$ cat src/rtl/uart_pkg.sv
// Shared types and default constants for the oversampling UART receiver.
package uart_pkg;

    localparam int UART_OVERSAMPLE = 16;
    localparam int UART_DATA_BITS  = 8;

    typedef enum logic [2:0] {
        IDLE      = 3'd0,
        START     = 3'd1,
        DATA      = 3'd2,
        PARITY    = 3'd3,
        STOP      = 3'd4,
        WAIT_HIGH = 3'd5
    } uart_rx_state_t;

endpackage

$ cat src/rtl/uart_rx_oversample_if.sv
// Receive-side hand-off bundle: byte, strobes, busy flag and FSM state for observation.
interface uart_rx_oversample_if
    import uart_pkg::*;
#(
    parameter int DATA_BITS = UART_DATA_BITS
);

    // rx_valid/frame_err/parity_err are one-cycle strobes with no backpressure:
    // the consumer must sample them every cycle; rx_data is stable between rx_valid pulses.
    logic [DATA_BITS-1:0] rx_data;
    logic                 rx_valid;
    logic                 frame_err;
    logic                 parity_err;
    logic                 busy;
    uart_rx_state_t       state;

    modport master (
        output rx_data, rx_valid, frame_err, parity_err, busy, state
    );

    modport slave (
        input rx_data, rx_valid, frame_err, parity_err, busy, state
    );

endinterface

$ cat src/rtl/uart_rx_sync_vote.sv
// Line synchronizer plus tick-sampled history; votes over the last two samples and the live one.
module uart_rx_sync_vote (
    input  logic sysclk,
    input  logic reset,
    input  logic tick_16x,
    input  logic uart_rx,
    output logic sample,
    output logic prev_sample,
    output logic vote
);

    logic [1:0] sync;
    logic [1:0] hist;

    always_ff @(posedge sysclk or negedge reset) begin
        if (!reset) begin
            sync <= 2'b11;
            hist <= 2'b11;
        end else begin
            sync <= {sync[0], uart_rx};
            if (tick_16x) begin
                hist <= {hist[0], sync[1]};
            end
        end
    end

    // The three-sample window is {hist, sync[1]}, so a vote is ready on the deciding tick itself.
    assign sample      = sync[1];
    assign prev_sample = hist[0];
    assign vote        = (hist[1] & hist[0]) | (hist[1] & sync[1]) | (hist[0] & sync[1]);

endmodule

$ cat src/rtl/uart_rx_oversample.sv
// Oversampling UART receiver: start-glitch rejection, majority voting, framing check.
// Optional parity check compiled in with `define UART_RX_PARITY_EN.
module uart_rx_oversample
    import uart_pkg::*;
#(
    parameter int OVERSAMPLE = UART_OVERSAMPLE,
    parameter int DATA_BITS  = UART_DATA_BITS,
    parameter int PARITY_ODD = 0
) (
    input  logic                 sysclk,
    input  logic                 reset,
    input  logic                 tick_16x,
    input  logic                 uart_rx,
    uart_rx_oversample_if.master rx_if
);

    localparam int CW = $clog2(OVERSAMPLE);
    localparam int BW = (DATA_BITS > 1) ? $clog2(DATA_BITS) : 1;
    localparam logic [CW-1:0] CNT_MAX  = CW'(OVERSAMPLE - 1);
    localparam logic [CW-1:0] DEC_CNT  = CW'(OVERSAMPLE / 2 + 1);
    localparam logic [BW-1:0] LAST_BIT = BW'(DATA_BITS - 1);

    if (OVERSAMPLE < 8 || (OVERSAMPLE % 2) != 0) begin : g_bad_oversample
        $error("OVERSAMPLE must be even and at least 8");
    end
    if (PARITY_ODD != 0 && PARITY_ODD != 1) begin : g_bad_parity_odd
        $error("PARITY_ODD must be 0 or 1");
    end

    logic sample, prev_sample, vote;

    uart_rx_sync_vote u_sync_vote (
        .sysclk      (sysclk),
        .reset       (reset),
        .tick_16x    (tick_16x),
        .uart_rx     (uart_rx),
        .sample      (sample),
        .prev_sample (prev_sample),
        .vote        (vote)
    );

    uart_rx_state_t       state, state_nxt;
    logic [CW-1:0]        cnt, cnt_nxt;
    logic [BW-1:0]        bitidx, bitidx_nxt;
    logic [DATA_BITS-1:0] shreg, shreg_nxt;
    logic [DATA_BITS-1:0] data_q, data_nxt;
    logic                 valid_q, valid_nxt;
    logic                 ferr_q, ferr_nxt;
`ifdef UART_RX_PARITY_EN
    localparam logic PAR_SENSE = (PARITY_ODD != 0);
    logic                 par_bad, par_bad_nxt;
    logic                 perr_q, perr_nxt;
`endif

    wire decide = tick_16x && (cnt == DEC_CNT);

    always_ff @(posedge sysclk or negedge reset) begin
        if (!reset) begin
            state   <= IDLE;
            cnt     <= '0;
            bitidx  <= '0;
            shreg   <= '0;
            data_q  <= '0;
            valid_q <= 1'b0;
            ferr_q  <= 1'b0;
`ifdef UART_RX_PARITY_EN
            par_bad <= 1'b0;
            perr_q  <= 1'b0;
`endif
        end else begin
            state   <= state_nxt;
            cnt     <= cnt_nxt;
            bitidx  <= bitidx_nxt;
            shreg   <= shreg_nxt;
            data_q  <= data_nxt;
            valid_q <= valid_nxt;
            ferr_q  <= ferr_nxt;
`ifdef UART_RX_PARITY_EN
            par_bad <= par_bad_nxt;
            perr_q  <= perr_nxt;
`endif
        end
    end

    always_comb begin
        state_nxt  = state;
        cnt_nxt    = cnt;
        bitidx_nxt = bitidx;
        shreg_nxt  = shreg;
        data_nxt   = data_q;
        valid_nxt  = 1'b0;
        ferr_nxt   = 1'b0;
`ifdef UART_RX_PARITY_EN
        par_bad_nxt = par_bad;
        perr_nxt    = 1'b0;
`endif
        if (tick_16x && state != IDLE) begin
            cnt_nxt = (cnt == CNT_MAX) ? '0 : cnt + 1'b1;
        end
        case (state)
            IDLE: begin
                if (tick_16x && !sample && prev_sample) begin
                    cnt_nxt   = '0;
                    state_nxt = START;
                end
            end
            START: begin
                // A start that does not hold low through mid-bit is treated as noise.
                if (decide) begin
                    if (!vote) begin
                        state_nxt  = DATA;
                        bitidx_nxt = '0;
                    end else begin
                        state_nxt = IDLE;
                    end
                end
            end
            DATA: begin
                if (decide) begin
                    shreg_nxt = {vote, shreg[DATA_BITS-1:1]};
                    if (bitidx == LAST_BIT) begin
`ifdef UART_RX_PARITY_EN
                        state_nxt = PARITY;
`else
                        state_nxt = STOP;
`endif
                    end else begin
                        bitidx_nxt = bitidx + 1'b1;
                    end
                end
            end
`ifdef UART_RX_PARITY_EN
            PARITY: begin
                if (decide) begin
                    par_bad_nxt = (^shreg) ^ vote ^ PAR_SENSE;
                    state_nxt   = STOP;
                end
            end
`endif
            STOP: begin
                if (decide) begin
                    if (vote) begin
                        state_nxt = IDLE;
`ifdef UART_RX_PARITY_EN
                        if (par_bad) begin
                            perr_nxt = 1'b1;
                        end else begin
                            data_nxt  = shreg;
                            valid_nxt = 1'b1;
                        end
`else
                        data_nxt  = shreg;
                        valid_nxt = 1'b1;
`endif
                    end else begin
                        // Framing error outranks a parity mismatch on the same frame.
                        ferr_nxt  = 1'b1;
                        state_nxt = WAIT_HIGH;
                    end
                end
            end
            WAIT_HIGH: begin
                if (tick_16x && sample) begin
                    state_nxt = IDLE;
                end
            end
            default: state_nxt = IDLE;
        endcase
    end

    assign rx_if.rx_data   = data_q;
    assign rx_if.rx_valid  = valid_q;
    assign rx_if.frame_err = ferr_q;
`ifdef UART_RX_PARITY_EN
    assign rx_if.parity_err = perr_q;
`else
    assign rx_if.parity_err = 1'b0;
`endif
    assign rx_if.busy  = (state != IDLE);
    assign rx_if.state = state;

endmodule

$ cat src/flat_wrapper.sv
// flat-port wrapper written by rule: the top's interface ports become plain ports
module uart_rx_oversample_flat import uart_pkg::*;
#(
    parameter int OVERSAMPLE = UART_OVERSAMPLE,
    parameter int DATA_BITS  = UART_DATA_BITS,
    parameter int PARITY_ODD = 0
)
  (sysclk, reset, tick_16x, uart_rx, rx_if_rx_data, rx_if_rx_valid, rx_if_frame_err, rx_if_parity_err, rx_if_busy, rx_if_state);
  uart_rx_oversample_if #(.DATA_BITS(DATA_BITS)) rx_if_i ();
  input  logic sysclk;
  input  logic reset;
  input  logic tick_16x;
  input  logic uart_rx;
  output wire logic [$bits(rx_if_i.rx_data)-1:0] rx_if_rx_data;
  output wire logic [$bits(rx_if_i.rx_valid)-1:0] rx_if_rx_valid;
  output wire logic [$bits(rx_if_i.frame_err)-1:0] rx_if_frame_err;
  output wire logic [$bits(rx_if_i.parity_err)-1:0] rx_if_parity_err;
  output wire logic [$bits(rx_if_i.busy)-1:0] rx_if_busy;
  output wire logic [$bits(rx_if_i.state)-1:0] rx_if_state;
  assign rx_if_rx_data = rx_if_i.rx_data;
  assign rx_if_rx_valid = rx_if_i.rx_valid;
  assign rx_if_frame_err = rx_if_i.frame_err;
  assign rx_if_parity_err = rx_if_i.parity_err;
  assign rx_if_busy = rx_if_i.busy;
  assign rx_if_state = rx_if_i.state;
  uart_rx_oversample #(.OVERSAMPLE(OVERSAMPLE), .DATA_BITS(DATA_BITS), .PARITY_ODD(PARITY_ODD)) u_core (.sysclk(sysclk), .reset(reset), .tick_16x(tick_16x), .uart_rx(uart_rx), .rx_if(rx_if_i));
endmodule
$ cat config.mk
export PLATFORM = sky130hd
export DESIGN_NAME = uart_rx_oversample_flat
export DESIGN_NICKNAME = d
export VERILOG_FILES = /design/src/rtl/uart_pkg.sv /design/src/rtl/uart_rx_oversample_if.sv /design/src/rtl/uart_rx_sync_vote.sv /design/src/rtl/uart_rx_oversample.sv /design/src/flat_wrapper.sv
export SDC_FILE = /design/constraint.sdc
export NUM_CORES = 1
export LEC_CHECK = 0
export ABC_AREA = 1
export ABC_CLOCK_PERIOD_IN_PS = 3500
export BUFFER_PORTS_ARGS = -buffer_cell sky130_fd_sc_hd__buf_2
export CORE_MARGIN = 4
export CORE_UTILIZATION = 52
export DETAILED_ROUTE_END_ITERATION = 8
export PLACE_DENSITY = 0.72
export SLEW_MARGIN = 20
export SYNTH_ARGS = -nofsm -noshare
export SYNTH_HDL_FRONTEND = slang
export SYNTH_HIERARCHICAL = 1
export SYNTH_SLANG_ARGS = --single-unit
export TNS_END_PERCENT = 50
$ cat constraint.sdc
create_clock -name sysclk -period 3.5 [get_ports sysclk]
set_input_delay 0.525 -clock sysclk [delete_from_list [all_inputs] [get_ports sysclk]]
set_output_delay 0.525 -clock sysclk [all_outputs]
set_load 0.01 [all_outputs]
# Yosys cells after proc, flatten, opt, wreduce, memory -nomap -nowiden
# Index checks and enable logic that the tools add are counted.
# classes
eq_ne	15
muxes	24
add_sub_neg	2
reduce_logical	13
bitwise_logic	5
# op_table
op	count
3-bit two-way mux	11
4-bit two-way mux	4
3-bit case mux with 5 select lines	1
2-bit by 1-bit inequality test with 1-bit output (second input constant)	6
3-bit equality test (second input constant)	3
4-bit equality test (second input constant)	2
1-bit two-way mux	6
3-bit case mux with 2 select lines	1
6-bit AND reduction	1
1-bit logical AND	5
5-bit AND reduction	1
4-bit by 1-bit adder with 4-bit output (second input constant)	1
2-bit inequality test (second input constant)	2
3-bit by 1-bit adder with 3-bit output (second input constant)	1
1-bit bitwise AND	3
3-bit by 1-bit equality test with 1-bit output (second input constant)	1
3-bit by 2-bit equality test with 1-bit output (second input constant)	1
3-bit logical NOT	1
3-bit AND reduction	1
3-bit nonzero test	1
2-bit two-way mux	1
1-bit bitwise OR	2
2-bit AND reduction	1
2-bit nonzero test	1
1-bit logical NOT	1
# word_totals
in_bits	4
out_inout_bits	15
ff_bits	32
wordCells	68

# Longest topological paths before layout
# Gate-level depths: netlist (run 1).
# depth
depth_word	6
depth_mapped	9

# By module
# Netlist (run 1), hierarchy kept.
# by_module_without_submodules
module	area_per_inst_um2	n_inst	cells_per_inst
uart_rx_oversample	1453.9	1	161
uart_rx_sync_vote	146.4	1	14

# Worst setup path before layout (run 1)
# Ideal clock, no wire load.
# synth_path
path_kind	reg-to-reg
start	reg u_core.cnt[1]
end	reg u_core.data_q[6], in the netlist u_core/rx_if.rx_data[6]
stages_incl_launch_ff	9
arrival_time_ps	1212
period_less_slack_ps	1330
slack_ps	2170
path_cell_list	dfrtp_1 -> inv_1 -> ha_1 -> nand2_2 -> nor2_8 -> nand3_4 -> buf_6 -> nand2_2 -> o21ai_2
# synth_via
elab_chain_cells	3
# synth_rtl
element	line_no	rtl
from (decl)	uart_rx_oversample.sv:43	logic [CW-1:0] cnt, cnt_nxt;
from (signal assigned)	uart_rx_oversample.sv:72	cnt <= cnt_nxt;
4-bit equality test	uart_rx_oversample.sv:55	wire decide = tick_16x && (cnt == DEC_CNT);
1-bit logical AND	uart_rx_oversample.sv:55	
3-bit AND reduction (no source line)	n/a	
to (signal assigned)	uart_rx_oversample.sv:75	data_q <= data_nxt;
to (decl)	uart_rx_oversample.sv:46	logic [DATA_BITS-1:0] data_q, data_nxt;
# No other way between the ends.
# A chain may end at the register's enable or synchronous reset.

# Worst setup path in the final report (run 1)
# layout_path
start	reg u_core.state[0], in the netlist u_core/rx_if.state[0]
end	out rx_if_busy
# layout_via
elab_chain_cells	1
# layout_rtl
element	line_no	rtl
from (decl)	uart_rx_oversample.sv:42	uart_rx_state_t state, state_nxt;
from (signal assigned)	uart_rx_oversample.sv:71	state <= state_nxt;
3-bit nonzero test	uart_rx_oversample.sv:179	assign rx_if.busy = (state != IDLE);
to (decl)	flat_wrapper.sv:18	output wire logic [$bits(rx_if_i.busy)-1:0] rx_if_busy;
# No other way between the ends.

==> flow_summary.yaml, run 1 <==
run_status:
  status: "completed"
min_path:
  min_path_type: "input pin to async pin"
sta:
  max_slew_margin_pct: 54.4
  drv_slew: 0
  worstMarginPinSlew_ns: 0.684
  clock_skew_ns: 0.00824
  tns_ns: 0
  min_period_ns: 1.74
  finalHoldViolCount: 0
  setup_viol: 0
  fin_crit_sh_pct: 49.7
  fmax_mhz: 575
  rsz0062_at_grt: "false"
placement:
  dp_cells: 220
  place_congestion: 0.794
  place.detailed.hpwl_um: 2070
  portBuffers: 17
  placed_area_mm2: 0.00169
cells_and_area:
  drive_gt1_share_pct: 31.1
  diodes: 0
  fin_util_pct: 61.0
  postLayoutCellArea_mm2: 0.00174
  final_cells: 227
  nets: 204
  syn_to_final_growth_pct: 8.76
run:
  drv_cap: 0
global_routing:
  overflow: 0
  grt_pass1_wl_um: 4970
  grt_max_degree: 33
  grt_use_total_pct: 15.8
  antenna_found_initial: 0
  grt_pass1_vias: 1160
setup_path:
  path_buf_inv: 1
  r2r-start: "u_core/cnt[1]$_DFF_PN0_"
  critPathMaxStageDelay_ns: 0.47
  crit_start: "u_core/rx_if.state[0]$_DFFE_PN0P_"
  end_kind: "output pin"
  required_ns: 2.97
  cp_top_family: "flip-flops"
  path_cells: "nor2_2 > nand2_2 > buf_2"
  cp-start-kind: "flop"
  r2r_cells: 7
  crit_type: "flop to output pin"
  crit_path_top_delay_cell: "dfrtp_1"
  cp_num_cells: 3
  crit_fanout: 7
  worst_ep_arrival_time_ns: 1.21
floorplanning:
  die_w_um: 63.5
  die_y_um: 63.5
  core_area_mm2: 0.00285
  row_count: 19
  ios: 19
  start_util_pct: 56.1
  dieArea_mm2: 0.00403
yosys:
  synth_cell_types: 24
  async_flop_share_pct: 100
  syn_nets: 183
  synth-seq-area-share_pct: 50.4
  synthCells: 175
  ys_seq_elements: 32
  synth.avg_cell_area_um2: 9.14
  synth_edf_count: 0
  synthFlopType: "dfrtp_1"
  synth_warnings: 6
  syn_area_mm2: 0.00160
routing:
  drt_iter0_markers: 44
  via_per_inst: 5.12
  dr.pass1.iters: 4
  drc_errors: 0
  vias: 1162
  wl_per_cell_um: 11.9
  wl_um: 2700
  antenna_left: 0
clock_network:
  clk_latency_ns: 0.32
  htree_levels: 2
  cts_setup_buffers: 0
  cts_buffers: 5
  clockRootBuffer: "clkbuf_4"
  cts_tree: "done"
  clkTransAtPathRegs_ns: 0.10
  cts_resized: 0
  cts.sinks: 32
  ctsHoldBuffers: 0
  clk_path_buf_depth: 2
power_and_ir_drop:
  cellPowerDensity_mw_per_mm2: 613
  irDropWorstVdd_uv: 410
  p_total_mw: 1.07
  p_leak_nw: 0.920
[per-stage QoR]
step	hold slack, ns	worst slack (ns)
final	0.236	1.76
after detailed placement	0.355	1.93
after CTS	0.247	1.74
after global routing	0.266	1.66
after global placement	0.348	1.98
after floorplan	0.229	2.17
[Yosys cell counts (3+ instances only)]
cell,instances,area (um^2)
nand4_1,4,25.0
dfstp_2,4,105
nor2_1,9,33.8
inv_2,3,11.3
dfrtp_1,28,701
ha_1,4,50.1
nand2_1,47,176
nand2_2,8,50.1
nand3_1,12,60.1
o21ai_2,15,131
inv_1,21,78.8
[routing by layer]
metal	up-vias	part of all wire [%]	global-route usage (%)
li1	586	-	-
met1	551	46	18.5
met2	21	48	25.9
met3	4	4.5	6.75
met4	0	1.0	5.39
met5	-	0	0
[state kept, by name (all words and copies together), names as in the netlist]
name / count
u_core/rx_if.rx_valid: 1
u_core/cnt: 4
u_core/rx_if.state: 3
u_core/shreg: 8
u_core/bitidx: 3
u_core/rx_if.rx_data: 8
u_core/rx_if.frame_err: 1
u_core/u_sync_vote/hist: 2
u_core/u_sync_vote/sync: 2
[cell families after synthesis]
logic type      count (synthesis)  synth area share (%)
compound gates                 22                  10.6
flops                          32                  50.4
simple gates                   88                  27.6
xor+xnor                        1                 0.547
buf+inv                        27                  7.51
fa+ha+maj                       4                  3.13
other cells                     1                 0.234
[worst reg2reg max path: cells and delay by family (launching register included)]
family                     cells  cell delay, ns
and+or+nand+nor                4            0.68
buffers and inverters          1            0.08
adders and majority gates      1            0.20
DFF                            1            0.43
AOI/OAI and AO/OA              1            0.06
[cell type report]
type,count,area (um^2)
Tap cell,31,38.8
Clock inverter,1,5.00
Clock buffer,6,41.3
Multi-Input combinational cell,116,674
Inverter,24,90.1
Fill cell,243,1110
Timing Repair Buffer,17,85.1
Sequential cell,32,806
[report_power, final]
| group | total, mW | internal [mW] | switching [mW] |
|---|---|---|---|
| Clock | 0.189 | 0.0739 | 0.115 |
| Sequential | 0.482 | 0.420 | 0.0617 |
| Combinational | 0.395 | 0.134 | 0.261 |
[path summary, 6_finish.rpt]
check,end,slack [ns]
max reg2reg,u_core/rx_if.rx_data[3]$_DFFE_PN0P_,1.96
max,rx_if_busy,1.76
max in group asynchronous,u_core/shreg[0]$_DFFE_PN0P_,2.82
min in group sysclk,u_core/u_sync_vote/sync[0]$_DFF_PN1_,0.30
min,u_core/rx_if.frame_err$_DFF_PN0_,0.24
min reg2reg,u_core/u_sync_vote/sync[1]$_DFF_PN1_,0.37
[cell usage in the layout, fill, tap and decap left out]
cell and count:
xor2_1 1, o21ai_2 15, a21oi_1 2, clkbuf_1 1, nand3_1 12, buf_2 17, conb_1 1, o21ai_0 2
nand3_4 2, or2_0 1, clkbuf_4 5, o21ai_1 2, nand4_1 4, nor2_2 2, nand2_2 8, inv_2 3
inv_1 21, dfrtp_1 28, dfstp_2 4, a21oi_2 1, clkinv_2 1, nor2_8 1, ha_1 4, nand2_1 47
nor2_4 2, nor2_1 9
Power figures use the tool's default switching activity.
==> run 2: changes to the inputs <==
Settings changed: ABC_CLOCK_PERIOD_IN_PS 3500 to 1400, CORE_UTILIZATION 52 to 51, PLACE_DENSITY 0.72 to 0.74.
Clock period 3.5 ns to 1.4 ns, I/O delays scaled along.
==> run 2 against run 1 <==
Net effect:
- design area rose by 12%
- sequential share of layout area is 4.8 points lower
- count of clock-buffer cells in the layout unchanged
- die area grew 1.7%
- worst hold slack got worse by 0.071 ns
- final cell count grew 11%
- critical path type unchanged
- critical endpoint unchanged
==> flow_summary.yaml, run 2 (same netlist as run 1, synthesis figures left out) <==
run_status:
  status: "completed"
placement:
  place.detailed.hpwl_um: 2110
  portBuffers: 17
  dp_cells: 239
  placed_area_mm2: 0.00176
  place_congestion: 0.901
floorplanning:
  die_y_um: 64.0
  start_util_pct: 52.9
  ios: 19
  dieArea_mm2: 0.00410
  row_count: 20
  core_area_mm2: 0.00303
  die_w_um: 64.0
power_and_ir_drop:
  p_leak_nw: 0.990
  irDropWorstVdd_uv: 1010
  cellPowerDensity_mw_per_mm2: 1600
setup_path:
  worst_ep_arrival_time_ns: 1.18
  cp-start-kind: "flop"
  cp_top_family: "flip-flops"
  end_kind: "output pin"
  crit_path_top_delay_cell: "dfrtp_2"
  crit_type: "flop to output pin"
  critPathMaxStageDelay_ns: 0.46
  path_cells: "nor2_4 > nand2_2 > buf_2"
  path_buf_inv: 1
  crit_fanout: 5
  rrSetupSlack_ns: 0.02
  required_ns: 1.19
global_routing:
  overflow: 0
  antenna_found_initial: 0
  grt_pass1_vias: 1165
  grt_use_total_pct: 15.5
  grt_pass1_wl_um: 4950
  grt-busiest-layer: "met2"
  grt_max_degree: 33
  met2_usage_pct: 25.4
  gr-usage-met3_pct: 4.92
  grtUsageMet1_pct: 18.5
sta:
  clock_skew_ns: 0.0129
  min_period_ns: 1.39
  finalHoldViolCount: 0
  rsz0062_at_grt: "true"
  fin_crit_sh_pct: 99.1
  setup_viol: 0
  fmax_mhz: 721
  hold_ws_ns: 0.165
  drv_slew: 0
clock_network:
  cts_tree: "done"
  clk_latency_ns: 0.34
  clk_path_buf_depth: 2
  clockRootBuffer: "clkbuf_4"
  htree_levels: 2
  cts.sinks: 32
  cts_buffers: 5
  clkTransAtPathRegs_ns: 0.11
run:
  drv_cap: 0
routing:
  drc_errors: 0
  drt_iter0_markers: 52
  antenna_left: 0
  wl_um: 2900
  wl_per_cell_um: 11.5
  via_per_inst: 4.73
  vias: 1192
  dr.pass1.iters: 4
cells_and_area:
  fillers: 240
  final_cell_mix: "44 x nand2_1, 25 x dfrtp_1, 20 x inv_1, 17 x buf_2, 15 x o21ai_2"
  syn_to_final_growth_pct: 21.8
  diodes: 0
  nets: 215
  final_cells: 252
  drive_gt1_share_pct: 40.9
  fin_util_pct: 64.4
  final_common_cell: "nand2_1"
  postLayoutCellArea_mm2: 0.00195
  seqCellArea_um2: 810
  multiInputGateArea_um2: 742
min_path:
  min_path_type: "input pin to flop"
run 2: cell types whose count changed in the layout (fill, tap and decap cells not counted), moves of 2 or more:
cell / change
buf_4: +8
dfrtp_1: -3
dfrtp_2: +3
ha_1: -3
nand2_1: -3
dlygate4sd3_1: +2
ha_4: +2
nand2_2: +2
nand3_1: -2
nor2_1: -2
run 2: power by group:
| group | switching [mW] | internal [mW] | total (mW) |
|---|---|---|---|
| Combinational | 0.745 | 0.472 | 1.22 |
| Clock | 0.309 | 0.374 | 0.682 |
| Sequential | 0.157 | 1.06 | 1.22 |
| Total | 1.21 | 1.90 | 3.12 |
run 2: worst reg2reg max path, cell delays in order (launching register included):
cell	delay (ns)
dfrtp_1	0.40
inv_2	0.07
ha_4	0.14
nand2_4	0.06
nor2_8	0.17
nand3_4	0.22
nand2_1	0.15
o21ai_2	0.06
run 2: per-layer routing:
layer | up-vias | routed length [um] | part of all wire [%]
met1 | 553 | 1280 | 44
li1 | 612 | - | -
met5 | - | 0 | 0
met2 | 21 | 1440 | 50
met4 | 0 | 46 | 1.6
met3 | 6 | 136 | 4.7
run 2: final cells by class:
class | count | area share, %
tap | 44 | 2.82
timing repair buffer | 28 | 9.05
inverter | 24 | 4.62
sequential | 32 | 41.5
multi-input combinational | 116 | 38.1
clock inverter | 2 | 1.80
clock buffer | 6 | 2.12
run 2: path summary, 6_finish.rpt:
path,end,cells after the start,from
min in group asynchronous,u_core/cnt[0]$_DFF_PN0_,3,reset
hold / removal,u_core/u_sync_vote/hist[1]$_DFFE_PN1P_,2,tick_16x
setup reg to reg,u_core/shreg[0]$_DFFE_PN0P_,7,u_core/cnt[1]$_DFF_PN0_
hold reg to reg,u_core/u_sync_vote/sync[1]$_DFF_PN1_,0,u_core/u_sync_vote/sync[0]$_DFF_PN1_
max in group asynchronous,u_core/u_sync_vote/hist[0]$_DFFE_PN1P_,3,reset
setup / recovery,rx_if_busy,3,u_core/rx_if.state[1]$_DFFE_PN0P_
run 2: through the flow:
step                      setup WS [ns]  setup TNS, ns  total power, mW
after floorplan                  0.0697              0             1.95
after global placement           0.0246              0             2.23
after detailed placement        -0.0147        -0.0576             2.28
after CTS                       -0.0238        -0.0271             2.99
after global routing            -0.0699         -0.788             3.36
final                            0.0127              0             3.12
run 2: what timing repair did:
item	4_1_cts	5_1_grt
buffers inserted	1	2
hold buffers	2	0
gates resized for setup	4	16
cloned	0	0
hold endpoints to repair	29	0
setup endpoints to repair	16	26
pin swaps	3	6
==> run 3: changes to the inputs <==
Settings changed: RECOVER_POWER set to 25.
==> run 3 against run 2 <==
Net effect:
- power hardly changed
- first-iteration DRC count stayed put
- non-clock buffer count unchanged
- sequential share of layout area increased by 0.053 points
==> flow_summary.yaml, run 3 (same netlist as run 1, synthesis figures left out) <==
run_status:
  status: "completed"
clock_network:
  clk_path_buf_depth: 2
  cts_tree: "done"
  cts_buffers: 5
  clk_latency_ns: 0.34
  clkTransAtPathRegs_ns: 0.11
  cts.sinks: 32
  htree_levels: 2
  clockRootBuffer: "clkbuf_4"
setup_path:
  rrSetupSlack_ns: 0.02
  crit_fanout: 5
  required_ns: 1.19
  cp-start-kind: "flop"
  crit_type: "flop to output pin"
  r2r-start: "u_core/cnt[1]$_DFF_PN0_"
  r2r_cells: 7
  worst_ep_arrival_time_ns: 1.18
  r2r_end: "u_core/shreg[0]$_DFFE_PN0P_"
  end_kind: "output pin"
sta:
  finalWorstSetupSlack_ns: 0.0128
  setup_viol: 0
  finalHoldViolCount: 0
  rsz0062_at_grt: "true"
  max_slew_margin_pct: 50.2
  fmax_mhz: 721
  clock_skew_ns: 0.0129
  fin_crit_sh_pct: 99.1
  tns_ns: 0
  min_period_ns: 1.39
  worstMarginPinSlew_ns: 0.747
  drv_slew: 0
floorplanning:
  core_area_mm2: 0.00303
  dieArea_mm2: 0.00410
  die_w_um: 64.0
  row_count: 20
  die_y_um: 64.0
  ios: 19
  start_util_pct: 52.9
placement:
  place_congestion: 0.901
  placed_area_mm2: 0.00176
  portBuffers: 17
  place.detailed.hpwl_um: 2110
  place_ws_ns: -0.0147
cells_and_area:
  postLayoutCellArea_mm2: 0.00195
  syn_to_final_growth_pct: 21.7
  diodes: 0
  fin_util_pct: 64.3
  final_common_cell: "nand2_1"
  drive_gt1_share_pct: 40.9
  final_cell_mix: "44 x nand2_1, 25 x dfrtp_1, 20 x inv_1, 17 x buf_2, 15 x o21ai_2"
  fillers: 240
  nets: 215
routing:
  vias: 1193
  wl_um: 2890
  wl_per_cell_um: 11.5
  dr.pass1.iters: 4
  antenna_left: 0
  via_per_inst: 4.73
  drc_errors: 0
  drt_iter0_markers: 52
min_path:
  min_from: "tick_16x"
  hold_path_depth: 2
  worst_hold_path.endpoint: "u_core/u_sync_vote/hist[1]$_DFFE_PN1P_"
  min_path_type: "input pin to flop"
power_and_ir_drop:
  p_leak_nw: 0.989
  p_total_mw: 3.12
  irDropWorstVdd_uv: 1010
  cellPowerDensity_mw_per_mm2: 1600
global_routing:
  grt_use_total_pct: 15.5
  grt_max_degree: 33
  overflow: 0
  antenna_found_initial: 0
  grt_pass1_wl_um: 4950
  grt_pass1_vias: 1165
run:
  drv_cap: 0
==> run 3: changes by cell type in the layout (fill, tap and decap cells not counted) <==
cell and change:
clkbuf_2 +1, buf_4 -1
==> run 3: cell type report <==
cell class / instances / area (um^2) / share of cell area, %
sequential: 32 / 810 / 41.6
multi-input combinational: 116 / 742 / 38.1
timing repair buffer: 28 / 174 / 8.93
inverter: 24 / 90.1 / 4.63
tap: 44 / 55.1 / 2.83
clock buffer: 6 / 41.3 / 2.12
clock inverter: 2 / 35.0 / 1.80
==> run 3: worst max-delay path, stage by stage, from the launching register on <==
cell and delay [ns]:
dfrtp_2 0.46, nor2_4 0.15, nand2_2 0.09, buf_2 0.15
==> run 3: what timing repair did <==
item / in CTS / in global routing
cloned: 0 / 0
hold buffers: 2 / 0
setup buffers: 1 / 2
endpoints found under the hold margin: 29 / 0
gates resized for setup: 4 / 16
setup endpoints to repair: 16 / 26
pin swaps: 3 / 6
==> run 3: through the flow <==
step	std cells	hold slack, ns
6_report	252	0.165
3_3_place_gp	239	0.244
2_1_floorplan	175	-0.0856
3_5_place_dp	239	0.248
5_1_grt	252	0.160
4_1_cts	250	0.138
==> run 3: worst max-delay path by stage <==
stage	to	depth (start not counted)	startpoint	slack (ns)
floorplan	u_core/rx_if.rx_data[6]$_DFFE_PN0P_	8	u_core/cnt[1]$_DFF_PN0_	0.07
global placement	u_core/rx_if.rx_data[3]$_DFFE_PN0P_	7	u_core/cnt[1]$_DFF_PN0_	0.02
detailed placement	u_core/rx_if.rx_data[5]$_DFFE_PN0P_	7	u_core/cnt[1]$_DFF_PN0_	-0.01
CTS	rx_if_busy	3	u_core/rx_if.state[1]$_DFFE_PN0P_	-0.02
global route	u_core/rx_if.rx_data[0]$_DFFE_PN0P_	8	u_core/cnt[1]$_DFF_PN0_	-0.07
finish	rx_if_busy	3	u_core/rx_if.state[1]$_DFFE_PN0P_	0.01
==> run 3: report_power, final <==
group / internal [mW] / switching (mW) / total, mW
logic: 0.471 / 0.745 / 1.22
registers: 1.06 / 0.157 / 1.22
clock network: 0.374 / 0.308 / 0.682
total: 1.90 / 1.21 / 3.12
==> run 3: metal layers <==
metal | vias up | track usage, % | part of all wire [%]
met3 | 6 | 4.92 | 4.7
met2 | 21 | 25.4 | 49
met5 | - | 0 | 0
met4 | 0 | 6.74 | 1.6
li1 | 612 | - | -
met1 | 554 | 18.5 | 44
